`config.mk`:
```
export PLATFORM = sky130hd
export DESIGN_NAME = softmax_max_sub_flat
export DESIGN_NICKNAME = d
export VERILOG_FILES = /design/src/rtl/softmax_max_sub_if.sv /design/src/rtl/softmax_max_sub.sv /design/src/flat_wrapper.sv
export SDC_FILE = /design/constraint.sdc
export NUM_CORES = 1
export LEC_CHECK = 0
export CORE_MARGIN = 2
export CORE_UTILIZATION = 55
export DETAILED_ROUTE_END_ITERATION = 6
export PLACE_DENSITY = 0.76
export SLEW_MARGIN = 25
export SYNTH_ARGS = -nofsm -noshare
export SYNTH_HDL_FRONTEND = slang
export SYNTH_SLANG_ARGS = --single-unit
```
`constraint.sdc`:
```
create_clock -name clk -period 3.2 [get_ports clk]
set_clock_uncertainty 0.05 [all_clocks]
set_input_delay 0.96 -clock clk [delete_from_list [all_inputs] [get_ports clk]]
set_output_delay 0.96 -clock clk [all_outputs]
set_load 0.05 [all_outputs]
```
`src/rtl/softmax_max_sub_if.sv`:
```
`default_nettype none
// ============================================================================
//  Module      : softmax_max_sub_if
//  Description : Stream bundle between the softmax input feeder, the
//                max-subtract stage and the exponent datapath.
//                slave  - the max-subtract stage (consumes i_*, drives o_*)
//                master - the feeder/observer side (drives i_*, reads o_*)
//  Signals     : i_valid, i_data[DWIDTH]    - input element handshake
//                o_ready                    - stage accepts i_data this cycle
//                o_valid, o_int[INT_BIT],
//                o_frac[FRAC_BIT], o_last   - difference stream (o_valid is
//                                             the downstream enable)
//                o_max[DWIDTH]              - max of the vector being emitted
//  Revision    : 1.0 - initial release
// ============================================================================
interface softmax_max_sub_if #(
    parameter int DWIDTH   = 16,
    parameter int INT_BIT  = 5,
    parameter int FRAC_BIT = 11
);
    logic                i_valid;
    logic [DWIDTH-1:0]   i_data;
    logic                o_ready;
    logic                o_valid;
    logic [INT_BIT-1:0]  o_int;
    logic [FRAC_BIT-1:0] o_frac;
    logic                o_last;
    logic [DWIDTH-1:0]   o_max;

    modport slave (
        input  i_valid, i_data,
        output o_ready, o_valid, o_int, o_frac, o_last, o_max
    );

    modport master (
        output i_valid, i_data,
        input  o_ready, o_valid, o_int, o_frac, o_last, o_max
    );
endinterface
`default_nettype wire

```
`src/rtl/softmax_max_sub.sv`:
```
`default_nettype none
// ============================================================================
//  Module      : softmax_max_sub
//  Description : Softmax front end. Buffers one vector of VEC_LEN signed
//                Q(INT_BIT).(FRAC_BIT) elements, finds the maximum, then
//                streams x - max split into a signed floor (o_int, to the
//                exp LUT) and an unsigned fraction (o_frac, to the PWL
//                stage). Every emitted value lies in [-16, 0]; differences
//                below -16 clamp to exactly -16.0.
//  Ports       : clk     - clock, rising edge
//                arst_n  - asynchronous active-low reset
//                bus     - softmax_max_sub_if.slave stream bundle
//  Options     : SOFTMAX_MAX_SUB_PINGPONG_EN - two buffer banks so one vector
//                loads while the other emits (one vector per VEC_LEN cycles).
//                Undefined: single bank, one vector per 2*VEC_LEN+1 cycles.
//  Revision    : 1.0 - initial release
// ============================================================================
module softmax_max_sub #(
    parameter int DWIDTH   = 16,
    parameter int INT_BIT  = 5,
    parameter int FRAC_BIT = 11,
    parameter int VEC_LEN  = 16
) (
    input wire clk,
    input wire arst_n,
    softmax_max_sub_if.slave bus
);
    localparam int                 c_IDX_W    = $clog2(VEC_LEN);
    localparam logic [c_IDX_W-1:0] c_LAST_IDX = c_IDX_W'(VEC_LEN - 1);
    localparam logic [c_IDX_W-1:0] c_IDX_ONE  = c_IDX_W'(1);
    localparam int                 c_SAT_MAG  = 16 << FRAC_BIT;
    localparam logic [INT_BIT-1:0] c_SAT_INT  = {1'b1, {(INT_BIT-1){1'b0}}};

    typedef enum logic [0:0] {
        LOAD = 1'b0,
        EMIT = 1'b1
    } state_t;

    state_t r_state;
    state_t w_state_next;

    // Registered outputs
    logic                r_ready;
    logic                r_valid;
    logic [INT_BIT-1:0]  r_int;
    logic [FRAC_BIT-1:0] r_frac;
    logic                r_last;
    logic [DWIDTH-1:0]   r_max;

    // Load side
    logic                w_accept;
    logic                w_fill;
    logic                w_ready_next;
    logic [DWIDTH-1:0]   w_max_next;
    logic [DWIDTH-1:0]   r_run_max;
    logic [c_IDX_W-1:0]  r_wr_idx;

    // Emit side
    logic                w_issue;
    logic                w_rd_last_elem;
    logic [DWIDTH-1:0]   w_rd_data;
    logic [DWIDTH-1:0]   w_cur_max;
    logic signed [DWIDTH:0] w_diff;
    logic                w_sat;
    logic [INT_BIT-1:0]  w_int;
    logic [FRAC_BIT-1:0] w_frac;

    assign w_accept = bus.i_valid && r_ready;
    assign w_fill   = w_accept && (r_wr_idx == c_LAST_IDX);

    // Running max; the first element of a vector seeds it so an all-negative
    // vector never sees a stale or zero maximum.
    always_comb begin
        w_max_next = bus.i_data;
        if ((r_wr_idx != '0) && ($signed(r_run_max) > $signed(bus.i_data))) begin
            w_max_next = r_run_max;
        end
    end

    // One extra bit keeps x - max exact for any pair of inputs. The floor split
    // falls out of two's complement: upper bits are floor(diff), lower bits
    // are the non-negative remainder.
    always_comb begin
        w_diff = $signed({w_rd_data[DWIDTH-1], w_rd_data})
               - $signed({w_cur_max[DWIDTH-1], w_cur_max});
        w_sat  = (int'(w_diff) < -c_SAT_MAG);
        w_int  = w_diff[DWIDTH-1:FRAC_BIT];
        w_frac = w_diff[FRAC_BIT-1:0];
        if (w_sat) begin
            w_int  = c_SAT_INT;
            w_frac = '0;
        end
    end

`ifdef SOFTMAX_MAX_SUB_PINGPONG_EN
    // ------------------------------------------------------------------
    // Two banks: r_wr_bank fills while r_rd_bank streams. A bank's full
    // flag is set by its last write and cleared by its last read, so the
    // emitter can chain straight into the other bank with no bubble.
    // ------------------------------------------------------------------
    logic [DWIDTH-1:0]  r_buf [2][VEC_LEN];
    logic [DWIDTH-1:0]  r_bank_max [2];
    logic [1:0]         r_full;
    logic [1:0]         w_full_next;
    logic               r_wr_bank;
    logic               r_rd_bank;
    logic               w_wr_bank_next;
    logic               w_rd_bank_next;
    logic [c_IDX_W-1:0] r_rd_idx;

    assign w_issue        = (r_state == EMIT);
    assign w_rd_last_elem = (r_rd_idx == c_LAST_IDX);
    assign w_rd_data      = r_buf[r_rd_bank][r_rd_idx];
    assign w_cur_max      = r_bank_max[r_rd_bank];

    always_comb begin
        w_full_next    = r_full;
        w_wr_bank_next = r_wr_bank;
        w_rd_bank_next = r_rd_bank;
        w_state_next   = r_state;
        if (w_fill) begin
            w_full_next[r_wr_bank] = 1'b1;
            w_wr_bank_next         = ~r_wr_bank;
        end
        if (w_issue && w_rd_last_elem) begin
            w_full_next[r_rd_bank] = 1'b0;
            w_rd_bank_next         = ~r_rd_bank;
        end
        case (r_state)
            LOAD: begin
                if (w_full_next[w_rd_bank_next]) begin
                    w_state_next = EMIT;
                end
            end
            EMIT: begin
                if (w_rd_last_elem) begin
                    w_state_next = w_full_next[w_rd_bank_next] ? EMIT : LOAD;
                end
            end
            default: w_state_next = LOAD;
        endcase
        w_ready_next = ~w_full_next[w_wr_bank_next];
    end

    always_ff @(posedge clk or negedge arst_n) begin
        if (!arst_n) begin
            r_state       <= LOAD;
            r_ready       <= 1'b1;
            r_full        <= '0;
            r_wr_bank     <= 1'b0;
            r_rd_bank     <= 1'b0;
            r_wr_idx      <= '0;
            r_rd_idx      <= '0;
            r_run_max     <= '0;
            r_bank_max[0] <= '0;
            r_bank_max[1] <= '0;
            r_max         <= '0;
        end else begin
            r_state   <= w_state_next;
            r_ready   <= w_ready_next;
            r_full    <= w_full_next;
            r_wr_bank <= w_wr_bank_next;
            r_rd_bank <= w_rd_bank_next;
            if (w_accept) begin
                r_wr_idx  <= r_wr_idx + c_IDX_ONE;
                r_run_max <= w_max_next;
            end
            if (w_fill) begin
                r_bank_max[r_wr_bank] <= w_max_next;
            end
            if (w_issue) begin
                r_rd_idx <= r_rd_idx + c_IDX_ONE;
                // o_max follows the vector on the wire, so it changes
                // together with that vector's first output.
                if (r_rd_idx == '0) begin
                    r_max <= w_cur_max;
                end
            end
        end
    end

    always_ff @(posedge clk) begin
        if (w_accept) begin
            r_buf[r_wr_bank][r_wr_idx] <= bus.i_data;
        end
    end
`else
    // ------------------------------------------------------------------
    // Single bank. r_rd_idx carries one extra bit: values 0..VEC_LEN-1
    // issue reads, VEC_LEN is the drain cycle in which the last output is
    // on the wire and o_ready is still low.
    // ------------------------------------------------------------------
    logic [DWIDTH-1:0]  r_buf [VEC_LEN];
    logic [c_IDX_W:0]   r_rd_idx;

    assign w_issue        = (r_state == EMIT) && !r_rd_idx[c_IDX_W];
    assign w_rd_last_elem = (r_rd_idx[c_IDX_W-1:0] == c_LAST_IDX);
    assign w_rd_data      = r_buf[r_rd_idx[c_IDX_W-1:0]];
    assign w_cur_max      = r_max;

    always_comb begin
        w_state_next = r_state;
        case (r_state)
            LOAD: begin
                if (w_fill) begin
                    w_state_next = EMIT;
                end
            end
            EMIT: begin
                if (r_rd_idx[c_IDX_W]) begin
                    w_state_next = LOAD;
                end
            end
            default: w_state_next = LOAD;
        endcase
        w_ready_next = (w_state_next == LOAD);
    end

    always_ff @(posedge clk or negedge arst_n) begin
        if (!arst_n) begin
            r_state   <= LOAD;
            r_ready   <= 1'b1;
            r_wr_idx  <= '0;
            r_rd_idx  <= '0;
            r_run_max <= '0;
            r_max     <= '0;
        end else begin
            r_state <= w_state_next;
            r_ready <= w_ready_next;
            if (w_accept) begin
                r_wr_idx  <= r_wr_idx + c_IDX_ONE;
                r_run_max <= w_max_next;
            end
            if (w_fill) begin
                r_max <= w_max_next;
            end
            if (r_state == EMIT) begin
                r_rd_idx <= r_rd_idx[c_IDX_W] ? '0 : r_rd_idx + {1'b0, c_IDX_ONE};
            end
        end
    end

    always_ff @(posedge clk) begin
        if (w_accept) begin
            r_buf[r_wr_idx] <= bus.i_data;
        end
    end
`endif

    // Output register: data fields only move when a new element is issued,
    // so they hold their last value while o_valid is low.
    always_ff @(posedge clk or negedge arst_n) begin
        if (!arst_n) begin
            r_valid <= 1'b0;
            r_int   <= '0;
            r_frac  <= '0;
            r_last  <= 1'b0;
        end else begin
            r_valid <= w_issue;
            if (w_issue) begin
                r_int  <= w_int;
                r_frac <= w_frac;
                r_last <= w_rd_last_elem;
            end
        end
    end

    assign bus.o_ready = r_ready;
    assign bus.o_valid = r_valid;
    assign bus.o_int   = r_int;
    assign bus.o_frac  = r_frac;
    assign bus.o_last  = r_last;
    assign bus.o_max   = r_max;

endmodule
`default_nettype wire

```
`src/flat_wrapper.sv`:
```
// flat-port wrapper written by rule: the top's interface ports become plain ports
module softmax_max_sub_flat 
#(
    parameter int DWIDTH   = 16,
    parameter int INT_BIT  = 5,
    parameter int FRAC_BIT = 11,
    parameter int VEC_LEN  = 16
)
  (clk, arst_n, bus_i_valid, bus_i_data, bus_o_ready, bus_o_valid, bus_o_int, bus_o_frac, bus_o_last, bus_o_max);
  softmax_max_sub_if #(.DWIDTH(DWIDTH), .INT_BIT(INT_BIT), .FRAC_BIT(FRAC_BIT)) bus_i ();
  input wire clk;
  input wire arst_n;
  input wire logic [$bits(bus_i.i_valid)-1:0] bus_i_valid;
  input wire logic [$bits(bus_i.i_data)-1:0] bus_i_data;
  output wire logic [$bits(bus_i.o_ready)-1:0] bus_o_ready;
  output wire logic [$bits(bus_i.o_valid)-1:0] bus_o_valid;
  output wire logic [$bits(bus_i.o_int)-1:0] bus_o_int;
  output wire logic [$bits(bus_i.o_frac)-1:0] bus_o_frac;
  output wire logic [$bits(bus_i.o_last)-1:0] bus_o_last;
  output wire logic [$bits(bus_i.o_max)-1:0] bus_o_max;
  assign bus_i.i_valid = bus_i_valid;
  assign bus_i.i_data = bus_i_data;
  assign bus_o_ready = bus_i.o_ready;
  assign bus_o_valid = bus_i.o_valid;
  assign bus_o_int = bus_i.o_int;
  assign bus_o_frac = bus_i.o_frac;
  assign bus_o_last = bus_i.o_last;
  assign bus_o_max = bus_i.o_max;
  softmax_max_sub #(.DWIDTH(DWIDTH), .INT_BIT(INT_BIT), .FRAC_BIT(FRAC_BIT), .VEC_LEN(VEC_LEN)) u_core (.clk(clk), .arst_n(arst_n), .bus(bus_i));
endmodule
```
==> results.md, run 1 <==
* Status: finished with violations
* Failing checks: setup timing
* CTS Root Cell: clkbuf_16
* Leakage at 6.74 nW
* Slew headroom at 0.636
* CTS tree: yes
* Starting Density at 0.560
* Startpoint Class: flop
* RR Endpoint: u_core.bus.o_frac[5]
* Placed Cells at 1387
* WL final at 38200 um
* Yosys Warn Count at 0
* DR iter-0 viols at 1043
* PwrDens at 1190 nW/um^2
* Largest net degree at the start of global routing at 62
* Critical R2R Launch: u_core.r_rd_idx[0]
* Area grow syn2layout at 30.5%
* Final Setup Violations at 18
* Clk pwr share at 0.170
* Int Pwr at 0.0129 W
* Worst-path fanout max at 8
* Hold-fix buffers, CTS at 0
* Reg2Reg Depth at 15
* Kind of end point of the critical path: flop
* Final Cycle Share at 1.12
* Mean post-synth cell area at 15.1 sq um
* Final ANT Viol Nets at 0
* Clk sinks at 317
* R2r setup slk at -0.40 ns
* Post-layout minimum cycle time at 3.60 ns
* Worst Tran Pin Value at 0.544 ns
* Final worst slack at -0.398 ns
* Synth cell types at 56
* Total Power at 0.0212 W
* Initial antenna violation count at 0
* Sequential area share after synthesis at 0.677
* Combinational Power Share at 0.570
* Post-synth net total at 960
* Vias in the first global route at 9074
* Worst min-delay path class: in -> async
* Setup_tns at -5.78 ns
* # H-tree levels at 1
* Final Core Density at 0.731
* WP data required at 3.59 ns
* FF+latch count, synth at 317
* Antenna cell count at 0
* Primary FF master, synth: edfxtp_1
* Nets at 1182
* Critical path type: reg -> reg
* Mapped cell area at 13600 sq um
* Maximum VDD drop at 711 uV
* Fillcell total at 1377
* Drt pass-1 iters at 5
* Ports at 54
* Clk Latency, worst-skew pair at 0.56 ns
* First-pass GRT wire length at 54800 um
* CTS buffer count at 31
* # port buffers at 53
* Gate Count Post-Synth at 902
* Post-synth EDFFs at 256
* Avg WL per Cell at 26.0 um
* Post-route insts no fill at 1469
* Core area at 24300 sq um
* Share of layout cells above drive strength 1 at 0.342
* Final hold violations at 0
* Asr flop ratio synth at 0.192
* Placer Congestion at 0.952
* GRT Residual Overflow at 0
* Max clock buf depth at 3
* Max-cap viol count at 0
* DP HPWL at 23200 um
* Die X-Extent at 161 um
* Residual DRC at 0
* Fmax achieved at 0.278 GHz
* Sequential share of power at 0.260
* Reg clk slew, reported paths at 0.06 ns
* Total number of vias at 9042
* RSZ-0062 raised after global routing: true
* WP data arrival at 3.98 ns
* Die area at 26000 sq um
* Final Max Slew Viols at 0
* P_sw at 0.00830 W
* Post-DR vias/cell at 6.16
* # rows at 57
* Tot GR Track Use at 0.287
* Die height at 161 um
* Switch share at 0.391
repair_timing:
action	CTS	global route
pin swaps	45	58
gates resized for setup	100	89
gates cloned	2	2
hold endpoints to repair	0	0
buffers inserted	17	7
endpoints found under the setup margin	18	45
power by group through the flow:
stage | Clock [W] | Combinational (W) | Sequential, W
2_1_floorplan | 0 | 0.00503 | 0.00595
3_3_place_gp | 0 | 0.00898 | 0.00554
3_5_place_dp | 0 | 0.00915 | 0.00555
4_1_cts | 0.00359 | 0.0106 | 0.00549
5_1_grt | 0.00376 | 0.0127 | 0.00555
6_report | 0.00360 | 0.0121 | 0.00552
Yosys cell counts (4+ instances only):
cell type | instances | area share
edfxtp_1 | 256 | 0.56
nand2_1 | 80 | 0.022
mux2i_1 | 66 | 0.049
dfrtp_1 | 60 | 0.11
o21ai_0 | 58 | 0.021
inv_1 | 43 | 0.012
ha_1 | 38 | 0.035
a21oi_1 | 35 | 0.013
mux4_2 | 32 | 0.053
o21ai_1 | 25 | 0.0092
clkbuf_1 | 23 | 0.0063
a221oi_1 | 18 | 0.012
mux2_2 | 17 | 0.014
a22oi_1 | 15 | 0.0083
and2_1 | 14 | 0.0064
xnor2_1 | 14 | 0.0090
buf_2 | 13 | 0.0048
nor2_1 | 9 | 0.0025
nand3_1 | 8 | 0.0029
a21o_1 | 7 | 0.0039
and3_1 | 6 | 0.0028
nand2b_1 | 6 | 0.0028
nand4_1 | 6 | 0.0028
o31ai_1 | 5 | 0.0028
a211oi_1 | 4 | 0.0022
nor2b_1 | 4 | 0.0018
o22ai_1 | 4 | 0.0018
routing by layer:
metal  up-vias  track usage  wire (um)
met3        93       0.0393       2900
met1      4580        0.382      14500
li1       3902            -          -
met4         0        0.108       1460
met5         -            0          0
met2       467        0.487      19400
flip-flops by register name, summed over array words and instances, names as in the netlist:
name,cells
u_core.bus.o_valid,1
u_core.r_run_max,16
u_core.bus.o_frac,11
u_core.r_wr_idx,4
u_core.r_rd_idx,5
u_core.bus.o_max,16
u_core.r_state,1
u_core.bus.o_int,5
u_core.bus.o_last,1
u_core.bus.o_ready,1
u_core.r_buf,256
worst max-delay path, stage by stage, from the launching register on:
cell,delay (ns)
dfrtp_4,0.47
buf_12,0.18
buf_8,0.16
mux4_2,0.52
a22oi_2,0.23
nand2_2,0.14
ha_4,0.30
buf_4,0.11
nand3_4,0.09
a211oi_4,0.20
a211oi_2,0.07
o31a_1,0.29
xnor2_2,0.17
o21ai_2,0.24
buf_6,0.19
o21ai_2,0.06
worst max path at each step:
stage / start / end / slack (ns) / cells past startpoint
2_1_floorplan: u_core.r_rd_idx[0] / u_core.bus.o_frac[2] / 0.005 / 15
3_3_place_gp: bus_i_data[15] / u_core.bus.o_max[5] / -0.54 / 11
3_5_place_dp: bus_i_data[15] / u_core.bus.o_max[5] / -0.60 / 11
4_1_cts: u_core.r_rd_idx[0] / u_core.bus.o_int[4] / -0.35 / 15
5_1_grt: u_core.r_rd_idx[0] / u_core.bus.o_frac[5] / -0.46 / 17
6_report: u_core.r_rd_idx[0] / u_core.bus.o_frac[5] / -0.40 / 15
cell usage in the layout, fill, tap and decap left out, drive strengths merged, types with 3 or more instances in the layout:
cell / count
edfxtp: 256
buf: 177
o21ai: 84
nand2: 81
mux2i: 66
dfrtp: 60
inv: 44
clkdlybuf4s50: 43
ha: 38
clkbuf: 36
a21oi: 35
mux4: 32
a221oi: 18
mux2: 17
xnor2: 15
a22oi: 15
and2: 14
clkinv: 12
nor2: 9
dlymetal6s2s: 8
nand3: 8
a21o: 7
nand4: 7
and3: 6
nand2b: 6
a211oi: 6
o31ai: 5
bufinv: 4
nor2b: 4
o22ai: 4
o21a: 3
nor3b: 3
layout make-up:
type                    count  area (sq um)  area share
repair buffers            229          2250       0.126
inverters                  44           165     0.00929
multi-input cells         501          4750       0.267
clock inverters            18           194      0.0109
well taps                 324           405      0.0228
flip-flops and latches    317          9220       0.519
clock buffers              36           795      0.0447
cell families (layout without fill, tap and decap cells):
kind of cell	Yosys count	after routing	share of synthesized area
simple gates	144	144	0.0504
mux	115	115	0.115
fa+ha+maj	39	39	0.0364
buf+inv	84	327	0.0259
flops	317	317	0.677
compound gates	187	187	0.0843
xor+xnor	16	16	0.0108
through the flow:
step / instance area [sq um] / worst slack [ns] / hold WS (ns)
after floorplan: 13700 / 0.00530 / 0.431
after global placement: 15700 / -0.544 / 0.415
after detailed placement: 15700 / -0.599 / 0.423
after CTS: 17300 / -0.355 / 0.355
after global routing: 17800 / -0.460 / 0.375
final: 17800 / -0.398 / 0.351
No activity file was read; power rests on OpenSTA's default activity.
==> run 2, diff against run 1 <==
- SKIP_CTS_REPAIR_TIMING: not set -> 1
==> run 2 against run 1 <==
  * The run still ends with setup timing left
  * Count of clock-buffer cells in the layout unchanged
  * Via count decreased by 2.3%
  * First-iteration DRC count is 17% lower
  * Maximum frequency fell by 2.1%
  * Worst setup slack worse by 0.076 ns
  * Sequential power about the same
  * Largest power group unchanged
==> results.md, run 2 (same netlist as run 1, synthesis figures left out) <==
* Status: finished with violations
* Failing checks: setup timing
* WP buf/inv at 3 (-1)
* Reg2Reg Depth at 14 (-1)
* Leakage at 6.68 nW (-0.91%)
* Total number of vias at 8837 (-2.3%)
* Final Setup Violations at 16 (-2)
* R2r setup slk at -0.47 ns (-0.08 ns)
* Ports at 54 (unchanged)
* CTS tree: yes
* Placer Congestion at 0.952 (unchanged)
* Kind of end point of the critical path: flop
* # port buffers at 53 (unchanged)
* Residual DRC at 0 (unchanged)
* Switch share at 0.384 (-0.00678)
* Tot GR Track Use at 0.270 (-0.0167)
* Max reg flops at 256 (unchanged)
* Final worst slack at -0.474 ns (-0.0760 ns)
* Cell area after placement at 15700 sq um (unchanged)
* RR Endpoint: u_core.bus.o_frac[7]
* Fmax achieved at 0.272 GHz (-2.1%)
* Setup_tns at -6.80 ns (-1.02 ns)
* Reg clk slew, reported paths at 0.06 ns (about the same)
* Worst Tran Pin Value at 0.523 ns (-0.0215 ns)
* Maximum VDD drop at 594 uV (-16%)
* Nets at 1180 (-0.17%)
* Largest Register: u_core.r_buf
* Critical R2R Launch: u_core.r_rd_idx[0]
* Clk pwr share at 0.177 (+0.007)
* Die area at 26000 sq um (unchanged)
* Critical-path cell list: clkbuf_16 > mux4_2 > a221oi_4 > ha_2 > inv_2 > fa_2 > nand3_2 > a211oi_2 > o21bai_1 > nor3b_4 > nor2_2 > o21ai_2 > buf_6 > o21ai_1
* PwrDens at 1150 nW/um^2 (-3.3%)
* WP data arrival at 4.06 ns (+0.08 ns)
* Max clock buf depth at 3 (unchanged)
* Largest net degree at the start of global routing at 62 (unchanged)
* Crit path max-delay cell type: mux4_2
* Post-layout minimum cycle time at 3.67 ns (+0.0760 ns)
* P_sw at 0.00776 W (-6.5%)
* CTS Root Cell: clkbuf_16
* CP max stage delay at 0.54 ns (+0.02 ns)
* DR iter-0 viols at 865 (-17%)
* First-pass GRT wire length at 51900 um (-5.2%)
* Avg WL per Cell at 25.0 um (-4.1%)
* Critical path's top delay family: compound AO/OA/AOI/OAI gates
* Combinational Power Share at 0.549 (-0.021)
* Most common cell after layout, fill and taps aside: edfxtp_1
* Most frequent cells in the layout: edfxtp_1, buf_4, nand2_1
* Die X-Extent at 161 um (unchanged)
* Share of layout cells above drive strength 1 at 0.311 (-0.0318)
* Post-DR vias/cell at 6.02 (-2.1%)
* Area grow syn2layout at 28.4%
* Int Pwr at 0.0124 W (-3.8%)
* Vias in the first global route at 8649 (-4.7%)
* WP data required at 3.59 ns (about the same)
* Drt pass-1 iters at 5 (unchanged)
* Final Cycle Share at 1.15 (+0.0237)
* # H-tree levels at 1 (unchanged)
* DP HPWL at 23200 um (unchanged)
* Clk Latency, worst-skew pair at 0.57 ns (about the same)
* Clk sinks at 317 (unchanged)
* Max-cap viol count at 0 (unchanged)
* Starting Density at 0.560 (unchanged)
* CTS buffer count at 31 (unchanged)
* WL final at 36600 um (-4.2%)
* Critical path type: reg -> reg
* Final instance area at 17500 sq um (-1.7%)
* Hold_ws at 0.351 ns (+0.000287 ns)
* # rows at 57 (unchanged)
* Total Power at 0.0202 W (-4.9%)
* GRT Residual Overflow at 0 (unchanged)
* RSZ-0062 raised after global routing: true
* Die height at 161 um (unchanged)
* Worst min-delay path class: in -> async
* Slew headroom at 0.650 (+0.0144)
* Sequential share of power at 0.273 (+0.013)
* Worst-path fanout max at 8 (unchanged)
* Final ANT Viol Nets at 0 (unchanged)
* Initial antenna violation count at 0 (unchanged)
* Startpoint Class: flop
* Core area at 24300 sq um (unchanged)
* Antenna cell count at 0 (unchanged)
* Final Max Slew Viols at 0 (unchanged)
* Final hold violations at 0 (unchanged)
-- run 2: cell types whose count changed in the layout (fill, tap and decap cells not counted), moves of 4 or more --
cell | before | now
buf_4 | 139 | 147
buf_6 | 11 | 4
mux2i_1 | 58 | 63
buf_12 | 19 | 15
o21ai_2 | 16 | 8
nand2_1 | 65 | 69
o21ai_1 | 43 | 50
a22oi_2 | 11 | 7
a22oi_1 | 4 | 8
clkbuf_16 | 31 | 35
-- run 2: worst register-to-register path, delay by kind of cell (launching register included) --
family,cells,cell delay (ns)
AO/OA/AOI/OAI,5,0.97
adder cells (fa/ha/maj),2,0.61
multiplexers,1,0.54
flip-flops,1,0.52
AND/OR/NAND/NOR,3,0.46
buffers and inverters,3,0.40
-- run 2: area by class of cell --
cell class / instances / area, sq um
Sequential cell: 317 / 9220
Fill cell: 1444 / 6840
Multi-Input combinational cell: 501 / 4530
Timing Repair Buffer: 227 / 2180
Clock buffer: 36 / 795
Tap cell: 324 / 405
Clock inverter: 18 / 194
Inverter: 44 / 165
-- run 2: power groups by stage --
stage               logic [W]  clock network [W]  registers [W]
global placement      0.00898                  0        0.00554
global route           0.0117            0.00376        0.00556
detailed placement    0.00915                  0        0.00555
finish                 0.0111            0.00358        0.00552
CTS                   0.00922            0.00359        0.00548
floorplan             0.00503                  0        0.00595
-- run 2: stage by stage --
stage / std cells / setup slack, ns / util
final: 1467 / -0.474 / 0.719
after global routing: 1467 / -0.590 / 0.719
after CTS: 1441 / -0.528 / 0.687
after detailed placement: 1387 / -0.599 / 0.646
after global placement: 1387 / -0.544 / 0.646
after floorplan: 902 / 0.00530 / -
-- run 2: worst max path at each step --
stage                     slack [ns]  cells after the start              endpoint                from
final                          -0.47                     14  u_core.bus.o_frac[7]  u_core.r_rd_idx[0]
after global routing           -0.59                     14  u_core.bus.o_frac[3]  u_core.r_rd_idx[0]
after CTS                      -0.53                     14   u_core.bus.o_int[4]  u_core.r_rd_idx[0]
after detailed placement       -0.60                     11   u_core.bus.o_max[5]      bus_i_data[15]
after global placement         -0.54                     11   u_core.bus.o_max[5]      bus_i_data[15]
after floorplan                0.005                     15  u_core.bus.o_frac[2]  u_core.r_rd_idx[0]
-- run 2: per-layer routing --
metal,vias to the layer above,track usage,wire [um],part of all wire
met4,0,0.0759,1140,0.031
met2,413,0.460,18600,0.51
met5,-,0,0,0
met3,81,0.0349,2810,0.077
met1,4445,0.371,14100,0.39
li1,3898,-,-,-
